## src/rtl/pipe_intr_cp0_pkg.sv

```systemverilog
// pipe_intr_cp0_pkg: CP0 register numbers, exception codes, PC-select encodings and interrupt FSM states
package pipe_intr_cp0_pkg;
  localparam logic [4:0] C0_STATUS = 5'd12;
  localparam logic [4:0] C0_CAUSE = 5'd13;
  localparam logic [4:0] C0_EPC = 5'd14;
  localparam logic [4:0] EXC_OV = 5'd12;
  localparam logic [4:0] EXC_UNIMPL = 5'd10;
  localparam logic [4:0] EXC_SYSCALL = 5'd8;
  localparam logic [4:0] EXC_INT = 5'd0;
  localparam logic [1:0] SEL_NPC = 2'b00;
  localparam logic [1:0] SEL_EPC = 2'b01;
  localparam logic [1:0] SEL_EXC = 2'b10;
  localparam logic [31:0] EXC_BASE = 32'h0000_0008;
  localparam logic [31:0] CAUSE_MASK = 32'h8000_007C;
  typedef enum logic [1:0] {S_IDLE, S_ACK, S_WAIT} int_state_t;
endpackage

```

## src/rtl/pipe_intr_cp0_ctrl_mux4x32.sv

```systemverilog
// mux4x32: 4-input 32-bit multiplexer
module mux4x32 (
  input  logic [31:0] a0,
  input  logic [31:0] a1,
  input  logic [31:0] a2,
  input  logic [31:0] a3,
  input  logic [1:0]  s,
  output logic [31:0] y
);
  always_comb y = s[1] ? (s[0] ? a3 : a2) : (s[0] ? a1 : a0);
endmodule

```

## src/rtl/pipe_intr_cp0_ctrl.sv

```systemverilog
// pipe_intr_cp0_ctrl: CP0 exception/interrupt control for a pipelined CPU
module pipe_intr_cp0_ctrl
  import pipe_intr_cp0_pkg::*;
(
  input  logic        clk,
  input  logic        rst,
  input  logic        intr,
  output logic        inta,
  input  logic [31:0] id_pc,
  input  logic        id_bd,
  input  logic        id_syscall,
  input  logic        id_unimpl,
  input  logic        id_eret,
  input  logic        id_stall,
  input  logic [31:0] exe_pc,
  input  logic        exe_ov,
  input  logic        exe_bd,
  input  logic        mtc0,
  input  logic [4:0]  c0_rd,
  input  logic [31:0] c0_wdata,
  output logic [31:0] c0_rdata,
  output logic [1:0]  selpc,
  output logic [31:0] epc,
  output logic        cancel,
  output logic [31:0] status,
  output logic [31:0] cause
);
  int_state_t state, state_n;
  logic ov, un, sc, it, exc, eret_ok, int_take, bd;
  logic [4:0] code;
  logic [31:0] epc_n;
  logic [1:0] rd_sel;
  always_comb begin
    ov = exe_ov & status[3];
    un = id_unimpl & status[2] & ~id_stall;
    sc = id_syscall & status[1] & ~id_stall;
    it = intr & status[0] & ~id_stall & (state == S_IDLE);
    exc = ov | un | sc | it;
    int_take = it & ~ov & ~un & ~sc;
    eret_ok = id_eret & ~id_stall & ~exc;
    code = ov ? EXC_OV : un ? EXC_UNIMPL : sc ? EXC_SYSCALL : EXC_INT;
    bd = ov ? exe_bd : id_bd;
    // EPC points at the branch when the faulting instruction sits in its delay slot
    epc_n = ov ? (exe_bd ? exe_pc - 32'd4 : exe_pc) : (id_bd ? id_pc - 32'd4 : id_pc);
    selpc = rst ? SEL_NPC : exc ? SEL_EXC : eret_ok ? SEL_EPC : SEL_NPC;
    cancel = exc & ~rst;
    state_n = state == S_IDLE ? (int_take ? S_ACK : S_IDLE) : (intr ? S_WAIT : S_IDLE);
    rd_sel = c0_rd == C0_STATUS ? 2'd0 : c0_rd == C0_CAUSE ? 2'd1 : c0_rd == C0_EPC ? 2'd2 : 2'd3;
  end
  assign inta = state == S_ACK;
  always_ff @(posedge clk) begin
    if (rst) begin
      state <= S_IDLE;
      status <= '0;
      cause <= '0;
      epc <= '0;
    end else begin
      state <= state_n;
      status <= exc ? status << 4 : eret_ok ? status >> 4 : (mtc0 && c0_rd == C0_STATUS) ? c0_wdata : status;
      cause <= exc ? {bd, 24'b0, code, 2'b0} : (mtc0 && c0_rd == C0_CAUSE) ? c0_wdata & CAUSE_MASK : cause;
      epc <= exc ? epc_n : (mtc0 && c0_rd == C0_EPC) ? c0_wdata : epc;
    end
  end
  mux4x32 u_rd_mux (.a0(status), .a1(cause), .a2(epc), .a3(32'b0), .s(rd_sel), .y(c0_rdata));
endmodule

```

## config.mk

```make
export PLATFORM = sky130hd
export DESIGN_NAME = pipe_intr_cp0_ctrl
export DESIGN_NICKNAME = d
export VERILOG_FILES = /design/src/rtl/pipe_intr_cp0_pkg.sv /design/src/rtl/pipe_intr_cp0_ctrl_mux4x32.sv /design/src/rtl/pipe_intr_cp0_ctrl.sv
export SDC_FILE = /design/constraint.sdc
export NUM_CORES = 1
export LEC_CHECK = 0
export CAP_MARGIN = 20
export CORE_MARGIN = 2
export CORE_UTILIZATION = 48
export CTS_CLUSTER_DIAMETER = 60
export DETAILED_ROUTE_END_ITERATION = 10
export PLACE_DENSITY = 0.87
export SLEW_MARGIN = 20
export SYNTH_ARGS = -nofsm -noshare
export SYNTH_HDL_FRONTEND = slang
export SYNTH_SLANG_ARGS = --single-unit
export TNS_END_PERCENT = 100
```

## constraint.sdc

```tcl
create_clock -name clk -period 6.68 [get_ports clk]
set_input_delay 0.668 -clock clk [delete_from_list [all_inputs] [get_ports clk]]
set_output_delay 0.668 -clock clk [all_outputs]
set_load 0.03 [all_outputs]
```

==> impl_metrics.ini, run 1 <==
[synthesis]
synth_top_area_share_pct = 24.5
netlist_instances = 800
synth_top_cells_by_count = 124 x nand2_1, 72 x dfxtp_1, 66 x a21oi_1
synthAdderAreaFrac_pct = 0.425
synth_edf_count = 0
async_flop_share_pct = 0
syn_area_per_cell_um2 = 7.35
synth_cell_types = 60
ys.flop_type = dfxtp_1
synth_top_family_by_area = simple AND/OR/NAND/NOR gates
ys_seq_area_share_pct = 24.5
synth_xor_area_share_pct = 3.57
ys_warn_count = 0
synthMuxAreaShare_pct = 11.4
syn_area_um2 = 5880
synth_top_cell_by_area = dfxtp_1
synth_seq_cells = 72
synth.area.top_cells = dfxtp_1 25%, mux2i_1 8.3%, nand2_1 7.9%
synth_most_common_cell = nand2_1
synth-compound-area-share_pct = 22.7
synth-simple-area-share_pct = 28.8

[placement]
finalWeightedCongestion = 0.951
hpwl_um = 16500
port_buffers = 217

[cells_and_area]
final_nets = 1082
utilization_pct = 69.6
n_antenna_cell = 0
drive_gt1_share_pct = 6.79
area_growth_pct = 41.6

[clock_tree]
cts_resized = 0
cts.sink_count = 72
clk_pin_slew_worst_paths_ns = 0.06
htreeDepth = 3
post_cts_buffers = 0
cts_tree = built
cts_hold_buf = 0
cts_max_path_buffers = 2
cts_root_buffer = clkbuf_16
cts_buffers = 9
clock_latency_ns = 0.33

[timing]
rsz0062_at_grt = no
timing.final.crit_share_pct = 61.3
fmax_ghz = 0.244
finalMaxSlewViolations = 0
min_period_ns = 4.10
hold_viol = 0
finalSetupViolCount = 0
tightestPinTransition_ns = 1.13
finClkSkew_ns = 0.00774
fin_setup_tns_ns = 0
max_slew_margin_pct = 24.9

[floorplan]
die_h_um = 115
rows = 40
io_pins = 244
coreArea_um2 = 12000
dieWidth_um = 115
start_util_pct = 49.2
die-area_um2 = 13200

[pwr]
peakVddDrop_uv = 132
total_power_mw = 1.65
power_density_nw_per_um2 = 198
p_leak_nw = 2.88

[worst_setup_path]
startpoint_type = primary input
cp.required_ns = 6.01
endpoint_kind = output port
crit_fanout = 36
r2r_start = status[3]$_SDFFE_PP0P_
cp.arrival_ns = 3.43
crit_start = exe_ov
critical_path_class = in -> out

[route]
dr.pass1.iters = 7
num_vias = 7183
wire_per_inst_um = 20.3
drc = 0
wl_um = 22700
via_per_inst = 6.42
drt_iter0_drc = 812
drtAntennaViolNets = 0

[job]
drv_cap = 0

[grt]
grt_max_degree = 57
first_global_vias = 6305
grt_overflow = 0
grt_usage_pct = 33.2
antenna_found_initial = 0
grt_pass1_wl_um = 34600

[status]
status = finished, final reports clean

[min_path]
hold_path.class = reg -> reg
worstHoldStart = cause[2]$_SDFFE_PP0P_
## flip-flops by register name, indices dropped and copies added, names as in the netlist
signal,cells
state,2
epc,32
status,32
cause,6
## cell families after synthesis
logic type,Yosys count
AOI/OAI and AO/OA,198
xor gates and xnor gates,24
adders and majority gates,2
buffers and inverters,104
DFF,72
muxes,65
other,1
and+or+nand+nor,334
## report_power, final
group	leakage (nW)	internal [mW]	switching [mW]
Sequential	0.589	0.474	0.0624
Combinational	2.12	0.228	0.316
Clock	0.169	0.374	0.192
Total	2.88	1.08	0.571
## per-stage QoR
stage / std cells / worst slack, ns / instance area, µm² / hold slack [ns]
after global placement: 1103 / 2.72 / 7960 / 0.473
after floorplan: 825 / 3.59 / 5980 / 0.501
after detailed placement: 1103 / 2.62 / 7960 / 0.480
after global routing: 1119 / 2.38 / 8330 / 0.504
final: 1119 / 2.58 / 8330 / 0.493
after CTS: 1118 / 2.60 / 8300 / 0.484
## routing by layer
metal / global-route usage, % / vias up / routed length, µm
met4: 10.6 / 0 / 572
li1: - / 3261 / -
met3: 4.92 / 46 / 2690
met5: 0 / - / 0
met1: 46.8 / 3333 / 9290
met2: 52.2 / 543 / 10200
## cells in the final DEF, fill, tap and decap left out, types with 5 or more instances in the layout
cell             count
a211oi_1            14
a21oi_1             66
a22oi_1              6
a311oi_1             9
buf_4               11
clkbuf_16            9
clkdlybuf4s50_1    216
conb_1              26
dfxtp_1             72
inv_1                7
mux2_2              16
mux2i_1             49
nand2_1            124
nand3_1             40
nand3b_1             7
nand4_1              7
nor2_1              37
nor3_1              22
nor4_1              30
nor4b_1              5
o211ai_1            27
o21ai_0             24
o311a_1              5
o31a_1              12
o31ai_1              7
o32ai_1              6
or2_2                7
or3_1               12
or4_1               13
xnor2_1             13
xor2_1              11
## worst max-delay path: stages
cell and delay, ns:
clkdlybuf4s50_1 0.41, nand2_1 0.07, buf_4 0.34, and3_1 0.48, nand3_1 0.50, nor2_1 0.24
clkdlybuf4s50_1 0.71
## worst paths after layout
kind	to	slack, ns	depth (start not counted)
max reg2reg	status[2]$_SDFFE_PP0P_	3.70	6
min reg2reg	cause[2]$_SDFFE_PP0P_	0.49	2
max	selpc[0]	2.58	7
min	cause[2]$_SDFFE_PP0P_	0.49	2
## area by class of cell
| class | instances | area [µm²] |
|---|---|---|
| Timing Repair Buffer | 229 | 2280 |
| Clock buffer | 10 | 239 |
| Fill cell | 956 | 3630 |
| Tap cell | 147 | 184 |
| Clock inverter | 5 | 104 |
| Sequential cell | 72 | 1440 |
| Inverter | 7 | 26.3 |
| Multi-Input combinational cell | 649 | 4060 |
No activity file was read; power rests on OpenSTA's default activity.
==> inputs of run 2 (changes only) <==
CORE_UTILIZATION = 40   (was 48)
PLACE_DENSITY = 0.78   (was 0.87)
clock period = 3.71 ns   (was 6.68 ns; I/O delays follow)
==> run 2 against run 1 <==
Against the previous run: core utilization is 11 points lower; via count down 2.1%; largest power group is now combinational logic; critical path depth stayed put; sequential share of layout area down 0.16 points; first-iteration DRC count increased by 18%; die area up 19%; largest cell class unchanged; register-to-register slack worse by 2.4 ns; combinational power increased by 81%; flip-flop and latch count unchanged.
==> impl_metrics.ini, run 2 (synthesis gave the netlist of run 1 again) <==
[placement]
place_area_um2 = 8120
finalWeightedCongestion = 0.930
port_buffers = 217
hpwl_um = 18000
dp.cells = 1155

[route]
via_per_inst = 6.01
drc = 0
drt_iter0_drc = 962
wl_um = 23600
num_vias = 7034
dr.pass1.iters = 6
drtAntennaViolNets = 0
wire_per_inst_um = 20.1

[floorplan]
start_util_pct = 40.8
coreArea_um2 = 14400
rows = 44
dieWidth_um = 125
die-area_um2 = 15700
io_pins = 244
die_h_um = 125

[timing]
min_period_ns = 3.15
finalMaxSlewViolations = 0
whs_ns = 0.498
finClkSkew_ns = 0.00905
max_slew_margin_pct = 38.0
fmax_ghz = 0.318
tightestPinTransition_ns = 0.931
rsz0062_at_grt = no
timing.final.crit_share_pct = 84.8
finalSetupViolCount = 0
fin_setup_tns_ns = 0
hold_viol = 0

[cells_and_area]
final_common_cell = clkdlybuf4s50_1
utilization_pct = 58.3
n_antenna_cell = 0
top_regs = epc x32, status x32, cause x6
area_growth_pct = 42.9
fin_cells = 1171
drive_gt1_share_pct = 7.90
final_nets = 1096
final_cell_mix = 215 x clkdlybuf4s50_1, 124 x nand2_1, 72 x dfxtp_1
fin_area_um2 = 8410

[clock_tree]
cts_max_path_buffers = 2
cts_hold_buf = 0
clock_latency_ns = 0.33
clk_pin_slew_worst_paths_ns = 0.05
post_cts_buffers = 0
htreeDepth = 3
cts_resized = 0
cts_tree = built
cts.sink_count = 72
cts_buffers = 9
cts_root_buffer = clkbuf_16

[grt]
grt_max_degree = 52
antenna_found_initial = 0
grt_pass1_wl_um = 35700
first_global_vias = 6188
grt_usage_pct = 28.4
grt_overflow = 0

[worst_setup_path]
max_stage_delay_ns = 0.70
slowest_stage = clkdlybuf4s50_1
critical_path_class = in -> out
startpoint_type = primary input
cp.required_ns = 3.34
endpoint_kind = output port
crit_chain = clkdlybuf4s50_1 > nor4bb_4 > buf_4 > and2_1 > nand2_1 > o21ai_0 > clkdlybuf4s50_1
crit_buf_inv = 3
crit_fanout = 17
crit_family = buffers and inverters
cp_common_cell = clkdlybuf4s50_1
cp.arrival_ns = 2.78

[min_path]
hold_path.class = reg -> reg

[pwr]
peakVddDrop_uv = 216
p_leak_nw = 2.92
power_density_nw_per_um2 = 335

[status]
status = finished, final reports clean

[job]
drv_cap = 0
## run 2: cell count changes in the layout (fill, tap and decap cells not counted), sizes merged
cell / previous run / this run
clkbuf: 10 / 14
inv: 8 / 7
buf: 13 / 28
bufinv: 3 / 1
clkdlybuf4s50: 216 / 215
## run 2: layout make-up
class | count | area (µm²)
timing repair buffer | 243 | 2360
clock buffer | 14 | 254
clock inverter | 2 | 38.8
sequential | 72 | 1440
fill | 1342 | 6020
tap | 184 | 230
multi-input combinational | 649 | 4060
inverter | 7 | 26.3
## run 2: per-stage QoR
step | total power, mW | setup WS [ns]
global placement | 1.94 | 0.647
detailed placement | 1.95 | 0.599
finish | 2.82 | 0.564
global route | 2.92 | 0.445
floorplan | 1.51 | 1.21
CTS | 2.81 | 0.597
## run 2: path summary, 6_finish.rpt
| kind | start | endpoint | slack, ns | depth (start not counted) |
|---|---|---|---|---|
| setup reg to reg | status[2]$_SDFFE_PP0P_ | epc[21]$_SDFFE_PP0P_ | 1.27 | 7 |
| setup / recovery | c0_rd[1] | c0_rdata[5] | 0.56 | 7 |
| hold / removal | cause[2]$_SDFFE_PP0P_ | cause[2]$_SDFFE_PP0P_ | 0.50 | 2 |
| hold reg to reg | cause[2]$_SDFFE_PP0P_ | cause[2]$_SDFFE_PP0P_ | 0.50 | 2 |
## run 2: where the power goes
group | switching (mW) | leakage (nW) | internal [mW] | total, mW
clock network | 0.321 | 0.141 | 0.541 | 0.863
registers | 0.113 | 0.589 | 0.853 | 0.966
logic | 0.570 | 2.19 | 0.418 | 0.988
total | 1.00 | 2.92 | 1.81 | 2.82
## run 2: worst min-delay path, stage by stage (launching register included)
cell	delay, ns
dfxtp_1	0.33
nand2_1	0.06
a21oi_1	0.05
## run 2: metal layers
metal	routed length, µm	up-vias	global-route usage (%)
met5	0	-	0
met2	10600	447	43.7
met3	2300	39	5.18
met1	10300	3259	40.9
li1	-	3289	-
met4	448	0	7.52
==> inputs of run 3 (changes only) <==
CORE_UTILIZATION = 44   (was 40)
PLACE_DENSITY = 0.81   (was 0.78)
clock period = 3 ns   (was 3.71 ns; I/O delays follow)
==> run 3 against run 2 <==
Against the previous run: core utilization up 6.6 points; die area decreased by 8.8%; global-route usage increased by 3.0 points; clock skew shrank 0.0047 ns; cell count grew 0.77%; via count up 2.4%; register-to-register slack worse by 0.56 ns; cell area rose by 1.3%; sequential share of layout area shrank 0.23 points; routed wire length decreased by 1.3%; count of clock-buffer cells in the layout decreased by 3; worst hold slack lost 0.015 ns; critical path type unchanged; critical endpoint is now c0_rdata[31].
==> impl_metrics.ini, run 3 (synthesis gave the netlist of run 1 again) <==
[clock_tree]
cts_max_path_buffers = 2
cts.sink_count = 72
cts_hold_buf = 0
clk_pin_slew_worst_paths_ns = 0.06
htreeDepth = 3
clock_latency_ns = 0.33
cts_resized = 0
cts_buffers = 9
cts_tree = built
post_cts_buffers = 0
cts_root_buffer = clkbuf_16

[floorplan]
rows = 42
io_pins = 244
start_util_pct = 44.8
die_h_um = 120
dieWidth_um = 120
coreArea_um2 = 13100
die-area_um2 = 14300

[worst_setup_path]
startpoint_type = primary input
r2r_start = status[2]$_SDFFE_PP0P_
cp_common_cell = buf_4
crit_fanout = 28
r2r_slack_ns = 0.71
crit_chain = clkdlybuf4s50_1 > nor4bb_4 > buf_4 > and2_1 > nand2_1 > o21ai_0 > buf_4
reg2regPathDepth = 7
endpoint_kind = output port
r2r-end = status[1]$_SDFFE_PP0P_
slowest_stage = nor4bb_4
critical_path_class = in -> out
cp.required_ns = 2.70
cp.arrival_ns = 2.41
max_stage_delay_ns = 0.54

[timing]
tightestPinTransition_ns = 0.709
timing.final.crit_share_pct = 90.2
min_period_ns = 2.71
whs_ns = 0.483
fin_setup_tns_ns = 0
finClkSkew_ns = 0.00435
max_slew_margin_pct = 52.7
layout_setup_ws_ns = 0.295
rsz0062_at_grt = no
fmax_ghz = 0.370
finalSetupViolCount = 0
hold_viol = 0
finalMaxSlewViolations = 0

[cells_and_area]
drive_gt1_share_pct = 12.5
final_cell_mix = 186 x clkdlybuf4s50_1, 124 x nand2_1, 72 x dfxtp_1
top_regs = epc x32, status x32, cause x6
fin_cells = 1180
n_antenna_cell = 0
final_nets = 1114
final_common_cell = clkdlybuf4s50_1
area_growth_pct = 44.9
utilization_pct = 64.9

[route]
wire_per_inst_um = 19.7
dr.pass1.iters = 8
via_per_inst = 6.10
num_vias = 7200
drc = 0
wl_um = 23300
drt_iter0_drc = 1280
drtAntennaViolNets = 0

[placement]
pre_cts_ws_ns = 0.107
hpwl_um = 17600
dp.cells = 1165
finalWeightedCongestion = 0.958
port_buffers = 217

[grt]
antenna_found_initial = 0
grt_max_degree = 52
grt_pass1_wl_um = 35500
first_global_vias = 6267
grt_usage_pct = 31.4
grt_overflow = 0

[min_path]
min_to = cause[6]$_SDFFE_PP0P_
hold_path.class = reg -> reg
min_path_cells = 2
worstHoldStart = cause[6]$_SDFFE_PP0P_

[status]
status = finished, final reports clean

[pwr]
power_density_nw_per_um2 = 419
peakVddDrop_uv = 317
p_leak_nw = 3.08

[job]
drv_cap = 0
## run 3: cell count changes in the layout (fill, tap and decap cells not counted)
cell / delta
buf_4: +43
clkdlybuf4s50_1: -29
buf_12: +4
clkbuf_1: -2
clkinv_2: +2
bufinv_16: +1
clkbuf_8: -1
clkinv_4: -1
## run 3: power breakdown
| group | total [mW] | switching (mW) | internal [mW] |
|---|---|---|---|
| logic | 1.25 | 0.715 | 0.533 |
| registers | 1.19 | 0.131 | 1.05 |
| clock network | 1.13 | 0.412 | 0.721 |
| total | 3.57 | 1.26 | 2.31 |
## run 3: per-layer routing
metal  share of wire, %  routed length, µm  track usage [%]  vias up
met2                 46              10600             49.1      495
met3                 11               2490             5.85       35
met5                  0                  0                0        -
met4                2.0                463             7.87        0
met1                 42               9730             44.6     3343
li1                   -                  -                -     3327
## run 3: worst max-delay path by stage
| stage | startpoint | endpoint | slack [ns] | cells past startpoint |
|---|---|---|---|---|
| after floorplan | id_pc[8] | epc[25]$_SDFFE_PP0P_ | 0.58 | 6 |
| after global placement | id_pc[8] | epc[25]$_SDFFE_PP0P_ | 0.16 | 6 |
| after detailed placement | id_pc[8] | epc[25]$_SDFFE_PP0P_ | 0.11 | 6 |
| after CTS | c0_rd[3] | c0_rdata[31] | 0.30 | 7 |
| after global routing | c0_rd[3] | c0_rdata[2] | 0.14 | 7 |
| final | c0_rd[3] | c0_rdata[31] | 0.29 | 7 |
## run 3: cell type report
type | count | area, µm²
clock buffer | 11 | 233
multi-input combinational | 649 | 4060
clock inverter | 4 | 70.1
inverter | 7 | 26.3
fill | 1169 | 4620
timing repair buffer | 261 | 2470
tap | 176 | 220
sequential | 72 | 1440
## run 3: stage by stage
step	instance area, µm²	total power, mW
global placement	8220	2.41
CTS	8520	3.54
detailed placement	8220	2.43
global route	8520	3.69
finish	8520	3.57
floorplan	5980	1.86
## run 3: critical path: cells and delay by family
family,cells,cell delay [ns]
buf+inv,3,1.08
simple gates,3,0.95
compound gates,1,0.08
